## src/rtl/pc_sequencer_pkg.sv

```systemverilog
// Shared definitions for the program-counter sequencer and its users.
// Purpose : default parameter values, the single-action encoding used by
//           the controller and the bench, and the priority decode helper.
// Contents: PC_*_DEFAULT localparams, pc_action_e, pc_decode_action().
package pc_sequencer_pkg;

    localparam int          PC_WS_DEFAULT        = 8;
    localparam int          PC_DEPTH_DEFAULT     = 4;
    localparam int          PC_STEP_DEFAULT      = 1;
    localparam logic [7:0]  PC_RESET_VEC_DEFAULT = 8'h00;

    typedef enum logic [2:0] {
        ACT_HOLD = 3'd0,
        ACT_INC  = 3'd1,
        ACT_LOAD = 3'd2,
        ACT_CALL = 3'd3,
        ACT_RET  = 3'd4
    } pc_action_e;

    // Collapse the request lines to exactly one action: call > ret > load > inc.
    function automatic pc_action_e pc_decode_action(
        input logic call,
        input logic ret,
        input logic load_pc,
        input logic inc_pc
    );
        pc_action_e act;
        if (call) begin
            act = ACT_CALL;
        end else if (ret) begin
            act = ACT_RET;
        end else if (load_pc) begin
            act = ACT_LOAD;
        end else if (inc_pc) begin
            act = ACT_INC;
        end else begin
            act = ACT_HOLD;
        end
        return act;
    endfunction

endpackage

```

## src/rtl/ret_stack.sv

```systemverilog
// Return-address LIFO for the program-counter sequencer.
// Purpose : holds up to DEPTH return addresses; push-when-full and
//           pop-when-empty are silently rejected here (the caller flags them).
// Ports   : clk, rst (async, active-low), push, pop, din[WS], top[WS]
//           (0 while empty), sp[$clog2(DEPTH+1)], full, empty.
module ret_stack
    import pc_sequencer_pkg::*;
#(
    parameter int WS    = PC_WS_DEFAULT,
    parameter int DEPTH = PC_DEPTH_DEFAULT
) (
    input  logic                       clk,
    input  logic                       rst,
    input  logic                       push,
    input  logic                       pop,
    input  logic [WS-1:0]              din,
    output logic [WS-1:0]              top,
    output logic [$clog2(DEPTH+1)-1:0] sp,
    output logic                       full,
    output logic                       empty
);

    localparam int SPW = $clog2(DEPTH + 1);
    localparam int AW  = (DEPTH > 1) ? $clog2(DEPTH) : 1;

    logic [WS-1:0]  mem_r [DEPTH];
    logic [SPW-1:0] sp_r;
    logic           full_s;
    logic           empty_s;
    logic           push_ok_s;
    logic           pop_ok_s;
    logic [AW-1:0]  wr_idx_s;
    logic [AW-1:0]  rd_idx_s;
    logic [WS-1:0]  top_s;

    // Occupancy decode, accepted operations and RAM addressing.
    always_comb begin
        full_s   = (sp_r == SPW'(DEPTH));
        empty_s  = (sp_r == {SPW{1'b0}});
        // rst gates the write so an edge that lands while reset is held
        // cannot leave a stray entry behind.
        push_ok_s = push && !full_s && rst;
        pop_ok_s  = pop && !push && !empty_s;
        wr_idx_s  = AW'(sp_r);
        rd_idx_s  = AW'(sp_r - SPW'(1));
    end

    // Top-of-stack read: zero while empty so the controller never sees stale RAM.
    always_comb begin
        if (empty_s) begin
            top_s = {WS{1'b0}};
        end else begin
            top_s = mem_r[rd_idx_s];
        end
    end

    // Stack pointer: the only reset state of the LIFO.
    always_ff @(posedge clk or negedge rst) begin
        if (!rst) begin
            sp_r <= {SPW{1'b0}};
        end else if (push_ok_s) begin
            sp_r <= sp_r + SPW'(1);
        end else if (pop_ok_s) begin
            sp_r <= sp_r - SPW'(1);
        end else begin
            sp_r <= sp_r;
        end
    end

    // Return-address storage; deliberately not reset.
    always_ff @(posedge clk) begin
        if (push_ok_s) begin
            mem_r[wr_idx_s] <= din;
        end
    end

    assign top   = top_s;
    assign sp    = sp_r;
    assign full  = full_s;
    assign empty = empty_s;

endmodule

```

## src/rtl/pc_sequencer.sv

```systemverilog
// Program counter for the RISC-SPM control path.
// Purpose : sequential increment, absolute jump and call/return through an
//           internal return-address LIFO, with sticky overflow/underflow flags.
// Ports   : clk, rst (async, active-low), data_in[WS], load_pc, inc_pc,
//           call, ret, clr_err -> count[WS], ret_addr[WS], sp, stack_full,
//           stack_empty, ovf_err, unf_err.
module pc_sequencer
    import pc_sequencer_pkg::*;
#(
    parameter int            WS        = PC_WS_DEFAULT,
    parameter int            DEPTH     = PC_DEPTH_DEFAULT,
    parameter int            STEP      = PC_STEP_DEFAULT,
    parameter logic [WS-1:0] RESET_VEC = WS'(PC_RESET_VEC_DEFAULT)
) (
    input  logic                       clk,
    input  logic                       rst,
    input  logic [WS-1:0]              data_in,
    input  logic                       load_pc,
    input  logic                       inc_pc,
    input  logic                       call,
    input  logic                       ret,
    input  logic                       clr_err,
    output logic [WS-1:0]              count,
    output logic [WS-1:0]              ret_addr,
    output logic [$clog2(DEPTH+1)-1:0] sp,
    output logic                       stack_full,
    output logic                       stack_empty,
    output logic                       ovf_err,
    output logic                       unf_err
);

    pc_action_e                 act_s;
    logic [WS-1:0]              count_r;
    logic [WS-1:0]              next_seq_s;
    logic [WS-1:0]              top_s;
    logic [$clog2(DEPTH+1)-1:0] sp_s;
    logic                       full_s;
    logic                       empty_s;
    logic                       push_s;
    logic                       pop_s;
    logic                       ovf_set_s;
    logic                       unf_set_s;
    logic                       ovf_err_r;
    logic                       unf_err_r;

    // Single-action decode; the sum wraps modulo 2^WS and is also the pushed return address.
    always_comb begin
        act_s      = pc_decode_action(call, ret, load_pc, inc_pc);
        next_seq_s = count_r + WS'(STEP);
        push_s     = (act_s == ACT_CALL);
        pop_s      = (act_s == ACT_RET);
        ovf_set_s  = push_s && full_s;
        unf_set_s  = pop_s && empty_s;
    end

    ret_stack #(
        .WS    (WS),
        .DEPTH (DEPTH)
    ) u_ret_stack (
        .clk   (clk),
        .rst   (rst),
        .push  (push_s),
        .pop   (pop_s),
        .din   (next_seq_s),
        .top   (top_s),
        .sp    (sp_s),
        .full  (full_s),
        .empty (empty_s)
    );

    // Program counter register; a rejected call/ret holds count for the cycle.
    always_ff @(posedge clk or negedge rst) begin
        if (!rst) begin
            count_r <= RESET_VEC;
        end else begin
            case (act_s)
                ACT_CALL: count_r <= full_s  ? count_r : data_in;
                ACT_RET:  count_r <= empty_s ? count_r : top_s;
                ACT_LOAD: count_r <= data_in;
                ACT_INC:  count_r <= next_seq_s;
                default:  count_r <= count_r;
            endcase
        end
    end

    // Sticky error flags: a new error outranks clr_err in the same cycle.
    always_ff @(posedge clk or negedge rst) begin
        if (!rst) begin
            ovf_err_r <= 1'b0;
            unf_err_r <= 1'b0;
        end else begin
            if (ovf_set_s) begin
                ovf_err_r <= 1'b1;
            end else if (clr_err) begin
                ovf_err_r <= 1'b0;
            end else begin
                ovf_err_r <= ovf_err_r;
            end
            if (unf_set_s) begin
                unf_err_r <= 1'b1;
            end else if (clr_err) begin
                unf_err_r <= 1'b0;
            end else begin
                unf_err_r <= unf_err_r;
            end
        end
    end

    assign count       = count_r;
    assign ret_addr    = top_s;
    assign sp          = sp_s;
    assign stack_full  = full_s;
    assign stack_empty = empty_s;
    assign ovf_err     = ovf_err_r;
    assign unf_err     = unf_err_r;

endmodule

```

## config.mk

```make
export PLATFORM = sky130hd
export DESIGN_NAME = pc_sequencer
export DESIGN_NICKNAME = d
export VERILOG_FILES = /design/src/rtl/pc_sequencer_pkg.sv /design/src/rtl/ret_stack.sv /design/src/rtl/pc_sequencer.sv
export SDC_FILE = /design/constraint.sdc
export NUM_CORES = 1
export LEC_CHECK = 0
export BUFFER_PORTS_ARGS = -buffer_cell sky130_fd_sc_hd__buf_2
export CAP_MARGIN = 20
export CORE_MARGIN = 8
export CORE_UTILIZATION = 55
export DETAILED_ROUTE_END_ITERATION = 12
export GPL_ROUTABILITY_DRIVEN = 0
export PLACE_DENSITY = 0.85
export SYNTH_ARGS = -nofsm -noshare
export SYNTH_HDL_FRONTEND = slang
export SYNTH_SLANG_ARGS = --single-unit
export TNS_END_PERCENT = 20
```

## constraint.sdc

```tcl
create_clock -name clk -period 2.8 [get_ports clk]
set_input_delay 0.14 -clock clk [delete_from_list [all_inputs] [get_ports clk]]
set_output_delay 0.14 -clock clk [all_outputs]
set_load 0.05 [all_outputs]
```

Yosys cells after proc, flatten, opt, wreduce, memory -nomap -nowiden. Memory sizes are Yosys's and may differ from the RTL's. Index checks and enable logic that the tools add are counted.

Reductions and logical operators: 15. Add/subtract/negate cells: 3. Equal/unequal tests: 7. Mux-type cells: 15.

Operators by type and width (number): 8-bit case mux with 4 select lines (1); 8-bit 2-to-1 mux (3); 3-bit 2-to-1 mux (4); 8-bit by 1-bit adder with 8-bit output (second input constant) (1); 3-bit by 2-bit equality test with 1-bit output (second input constant) (2); 3-bit equality test (second input constant) (2); 1-bit logical AND (6); 1-bit 2-to-1 mux (6); 2-bit nonzero test (3); 2-bit inequality test (second input constant) (2); 4-bit nonzero test (1); 3-bit by 1-bit adder with 3-bit output (second input constant) (1); 3-bit by 1-bit equality test with 1-bit output (second input constant) (1); 1-bit zero test (3); 3-bit zero test (1); 3-bit AND reduction (1); 3-bit by 1-bit subtractor with 3-bit output (second input constant) (1); 2-bit 2-to-1 mux (1).

Bits of input ports: 15. Memories: 1. Bits in writable memories: 32. Word-level logic and storage cells: 45. Register bits after elaboration: 13.

Memories: u_ret_stack.mem_r (depth 4, bits a word 8, read ports 1, clocked after memory_dff 0, write ports 1, line ret_stack.sv:26) `logic [WS-1:0] mem_r [DEPTH];`.

Longest topological paths before layout.
Word-level depth: 10. Gate-level depth with buffers: 9. Gate-level depth less buffers: 7.

Cells and area by module. A second synthesis with hierarchy kept.

Cell total of the unflattened synthesis: 168. Area total of the unflattened synthesis: 2364.8 µm².

By module, submodules not included: ret_stack (cells each 83, area each 1571.5 µm², instances 1, seq. area each 1036.0 µm²); pc_sequencer (cells each 85, area each 793.3 µm², instances 1, seq. area each 250.2 µm²).

Least setup slack after synthesis. OpenSTA, ideal clock, no wires.

Path type: flip-flop to flip-flop. Start: register u_ret_stack.sp_r[0] (netlist: u_ret_stack.sp[0]). End: memory u_ret_stack.mem_r[3][0] (netlist bit), enable pin. Stages on the path, launching flop included: 7. Data required time: 2.468 ns. Data arrival time: 2.127 ns. Path slack: 0.341 ns. Cell sequence: dfrtp_1 -> buf_6 -> inv_1 -> ha_1 -> and2_1 -> nor2_1 -> and2_1.

Longest elaborated chain between the ends: 6.

Ends and longest elaborated chain: start: declaration (line ret_stack.sv:27) `logic [SPW-1:0] sp_r;`; start signal: assignment (line ret_stack.sv:60) `sp_r <= {SPW{1'b0}};`; start signal: assignment (line ret_stack.sv:62) `sp_r <= sp_r + SPW'(1);`; start signal: assignment (line ret_stack.sv:64) `sp_r <= sp_r - SPW'(1);`; 3-bit equality test (line ret_stack.sv:38) `full_s = (sp_r == SPW'(DEPTH));`; net stack_full (line pc_sequencer.sv:26) `output logic stack_full,`; 1-bit zero test (line ret_stack.sv:42) `push_ok_s = push && !full_s && rst;`; 1-bit logical AND (2 in a row) (line ret_stack.sv:42); 1-bit 2-to-1 mux (line ret_stack.sv:72) `if (push_ok_s) begin`; 1-bit 2-to-1 mux (implied by the code) (line ret_stack.sv:73) `mem_r[wr_idx_s] <= din;`; end: declaration (line ret_stack.sv:26).

The timed path passes the listed nets, and every way through them passes these cells.

Worst setup path in the final report.
Start: register u_ret_stack.sp_r[1] (netlist: u_ret_stack.sp[1]). End: output ret_addr[5].

Longest elaborated chain between the ends: 3. Elaborated cells on any way between the ends: 4. Classes of those cells: add/sub: 1; mux: 1; reduce/logical: 1; memory: 1.

Ends and longest elaborated chain: 3-bit by 1-bit subtractor with 3-bit output (line ret_stack.sv:45) `rd_idx_s = AW'(sp_r - SPW'(1));`; memory 4 x 8 bit; 8-bit 2-to-1 mux (*) (line ret_stack.sv:50) `if (empty_s) begin`; end: declaration (line pc_sequencer.sv:24) `output logic [WS-1:0] ret_addr,`.

Every way passes the cells marked *; elsewhere a longest branch is shown, timed or not.

==> flow_metrics.env <==
export IMPL_fin_util_pct=67.74
export IMPL_chipWidth_um=78.12
export IMPL_cpPeakStageDelay_ns=0.60
export IMPL_antenna_found_initial=0
export IMPL_worstPathArrival_ns=2.22
export IMPL_wire_per_inst_um=19.95
export IMPL_dr_pass1_iters=4
export IMPL_finalSetupViolCount=0
export IMPL_hold_depth=3
export IMPL_die_area_um2=6102
export IMPL_end_kind="output port"
export IMPL_worst_setup_path_start_kind="flop"
export IMPL_antenna_cells=0
export IMPL_worstPathRequired_ns=2.66
export IMPL_cts_clk_slew_worst_paths_ns=0.09
export IMPL_synthTopCellsByArea="edfxtp_1 (45%), dfrtp_1 (15%), mux4_1 (8.7%)"
export IMPL_ctsResizeCount=0
export IMPL_yosysSeqAreaShare_pct=60.61
export IMPL_synth_area_per_cell_um2=14.24
export IMPL_post_dp_hpwl_mm=3.441
export IMPL_cp_top_family="adder cells"
export IMPL_rsz0062_at_grt="false"
export IMPL_groute_usage_overall_pct=15.89
export IMPL_hold_path_class="input port to flop"
export IMPL_hold_start="clr_err"
export IMPL_vias=1475
export IMPL_port_buffers=37
export IMPL_rows=22
export IMPL_status="complete, no violations"
export IMPL_cp_buffers_inverters=2
export IMPL_grt_pass1_wl_mm=7.424
export IMPL_grt_start_max_net_pins=15
export IMPL_period_share_pct=84.12
export IMPL_cts_tree="yes"
export IMPL_crit_slowest_cell="ha_1"
export IMPL_clock_skew_ns=0.01186
export IMPL_final_cells=244
export IMPL_cp_max_fo=11
export IMPL_reg2reg_depth=5
export IMPL_setup_tns_final_ns=0
export IMPL_drc=0
export IMPL_areaGrowthSynthToFinish_pct=17.75
export IMPL_synth_top_area_cell="edfxtp_1"
export IMPL_dp_slack_ns=0.6780
export IMPL_maxSlewViolCount=0
export IMPL_r2r_start="u_ret_stack.sp[1]$_DFFE_PN0P_"
export IMPL_initial_utilization_pct=57.53
export IMPL_drv_cap=0
export IMPL_dp_cells=235
export IMPL_post_cts_buffers=0
export IMPL_core_um2=3689
export IMPL_final_nets=216
export IMPL_yosysUniqueCellTypes=37
export IMPL_timing_final_ws_setup_ns=0.4447
export IMPL_fp_dieH_um=78.12
export IMPL_syn_nets=170
export IMPL_clock_latency_ns=0.30
export IMPL_fin_crit_ns=2.355
export IMPL_yosys_warnings=0
export IMPL_yosysTopAreaCellShare_pct=45.28
export IMPL_ys_ff_latch=45
export IMPL_root_buffer="clkbuf_8"
export IMPL_clock_path_buffers=2
export IMPL_hold_viol=0
export IMPL_hold_end="unf_err$_DFFE_PN0P_"
export IMPL_cts_made_buffers=5
export IMPL_rrSetupSlack_ns=0.63
export IMPL_first_iter_violations=136
export IMPL_hold_buffers=1
export IMPL_cts_sinks=45
export IMPL_max_freq_mhz=424.6
export IMPL_gr_total_overflow=0
export IMPL_synth_async_reset_ratio_pct=28.89
export IMPL_synthCells=149
export IMPL_ios=38
export IMPL_r2r_end="count[5]$_DFFE_PN0P_"
export IMPL_syn_area_um2=2122
export IMPL_grt_pass1_vias=1527
export IMPL_worst_slew_pin_slew_ns=0.6889
export IMPL_relSlewSlack_pct=53.76
export IMPL_synth_edf_count=32
export IMPL_routed_wirelength_mm=4.869
export IMPL_antenna_left=0
export IMPL_htreeDepth=2
export IMPL_synthFlopType="edfxtp_1"
export IMPL_worstPathCellList="inv_1 > ha_1 > mux4_2 > and2_2 > buf_2"
export IMPL_drive_above_1_share_pct=27.55
export IMPL_via_per_inst=6.045
export IMPL_path_class="flop to output port"
-- cells in the mapped netlist, drive strengths merged (3+ instances only) --
cell type / count
o21ai: 5
nand2: 4
mux4: 8
edfxtp: 32
and2: 12
a22oi: 3
clkbuf: 3
xnor2: 4
nor2: 12
nand3: 3
nor4: 3
a222oi: 5
inv: 6
ha: 6
dfrtp: 13
a21oi: 6
-- worst max-delay path by stage --
| stage | startpoint | to | slack, ns | cells past startpoint |
|---|---|---|---|---|
| 3_3_place_gp | u_ret_stack.sp[1]$_DFFE_PN0P_ | count[5]$_DFFE_PN0P_ | 0.74 | 5 |
| 3_5_place_dp | u_ret_stack.sp[1]$_DFFE_PN0P_ | count[5]$_DFFE_PN0P_ | 0.68 | 5 |
| 4_1_cts | u_ret_stack.sp[1]$_DFFE_PN0P_ | ret_addr[5] | 0.46 | 5 |
| 5_1_grt | u_ret_stack.sp[1]$_DFFE_PN0P_ | ret_addr[5] | 0.39 | 5 |
| 2_1_floorplan | u_ret_stack.sp[0]$_DFFE_PN0P_ | u_ret_stack.mem_r[3][0]$_DFFE_PP_ | 0.34 | 6 |
| 6_report | u_ret_stack.sp[1]$_DFFE_PN0P_ | ret_addr[5] | 0.44 | 5 |
-- through the flow --
step | hold WS, ns | instance area, um2
global placement | 0.05015 | 2382
finish | 0.1135 | 2499
detailed placement | 0.05587 | 2382
floorplan | -0.1556 | 2122
CTS | 0.1091 | 2499
global route | 0.1376 | 2499
-- tightest hold or removal path, stage by stage --
cell and delay (ns):
buf_2 0.07, inv_1 0.04, o2bb2ai_1 0.12
-- cells by family after synthesis --
| kind of cell | after synthesis | share of synthesized area [%] |
|---|---|---|
| buffers and inverters | 11 | 2.476 |
| flip-flops | 45 | 60.61 |
| XOR/XNOR | 6 | 2.476 |
| AND/OR/NAND/NOR | 44 | 11.09 |
| AO/OA/AOI/OAI | 29 | 10.08 |
| adder cells (fa/ha/maj) | 6 | 3.538 |
| multiplexers | 8 | 9.729 |
-- routing by layer --
layer  GRT usage [%]  wire length, um  share of wire (%)  vias to the layer above
met5               0                0                  0                        -
met1           17.04             1864                 38                      723
met3           5.239              513                 11                        7
li1                -                -                  -                      669
met4           6.481               61                1.3                        0
met2           28.09             2430                 50                       76
-- sequential cells by signal, summed over array words and instances (netlist names) --
signal             flops
unf_err                1
count                  8
u_ret_stack.mem_r     32
u_ret_stack.sp         3
ovf_err                1
-- cell type report --
class                           count  area (um2)
Fill cell                         290        1190
Inverter                            6       22.52
Timing Repair Buffer               44       240.2
Tap cell                           48       60.06
Sequential cell                    45        1286
Clock buffer                        6       72.57
Clock inverter                      2       33.78
Multi-Input combinational cell     93       783.3
-- placed cells by master (no fill, tap or decap), types with 3 or more instances in the layout --
cell type   n
nand3_1     3
dfrtp_1    13
nor2_1     12
a222oi_1    5
ha_1        6
nand2_1     4
and2_1     11
o21ai_0     4
buf_2      37
xnor2_1     4
a22oi_1     3
buf_4       6
clkbuf_8    5
nor4_1      3
inv_1       6
mux4_1      7
a21oi_1     6
edfxtp_1   32
Power is left out: the tool's default activity adds up to more than one toggle a clock period on the data nets, which glitch-free logic cannot reach.
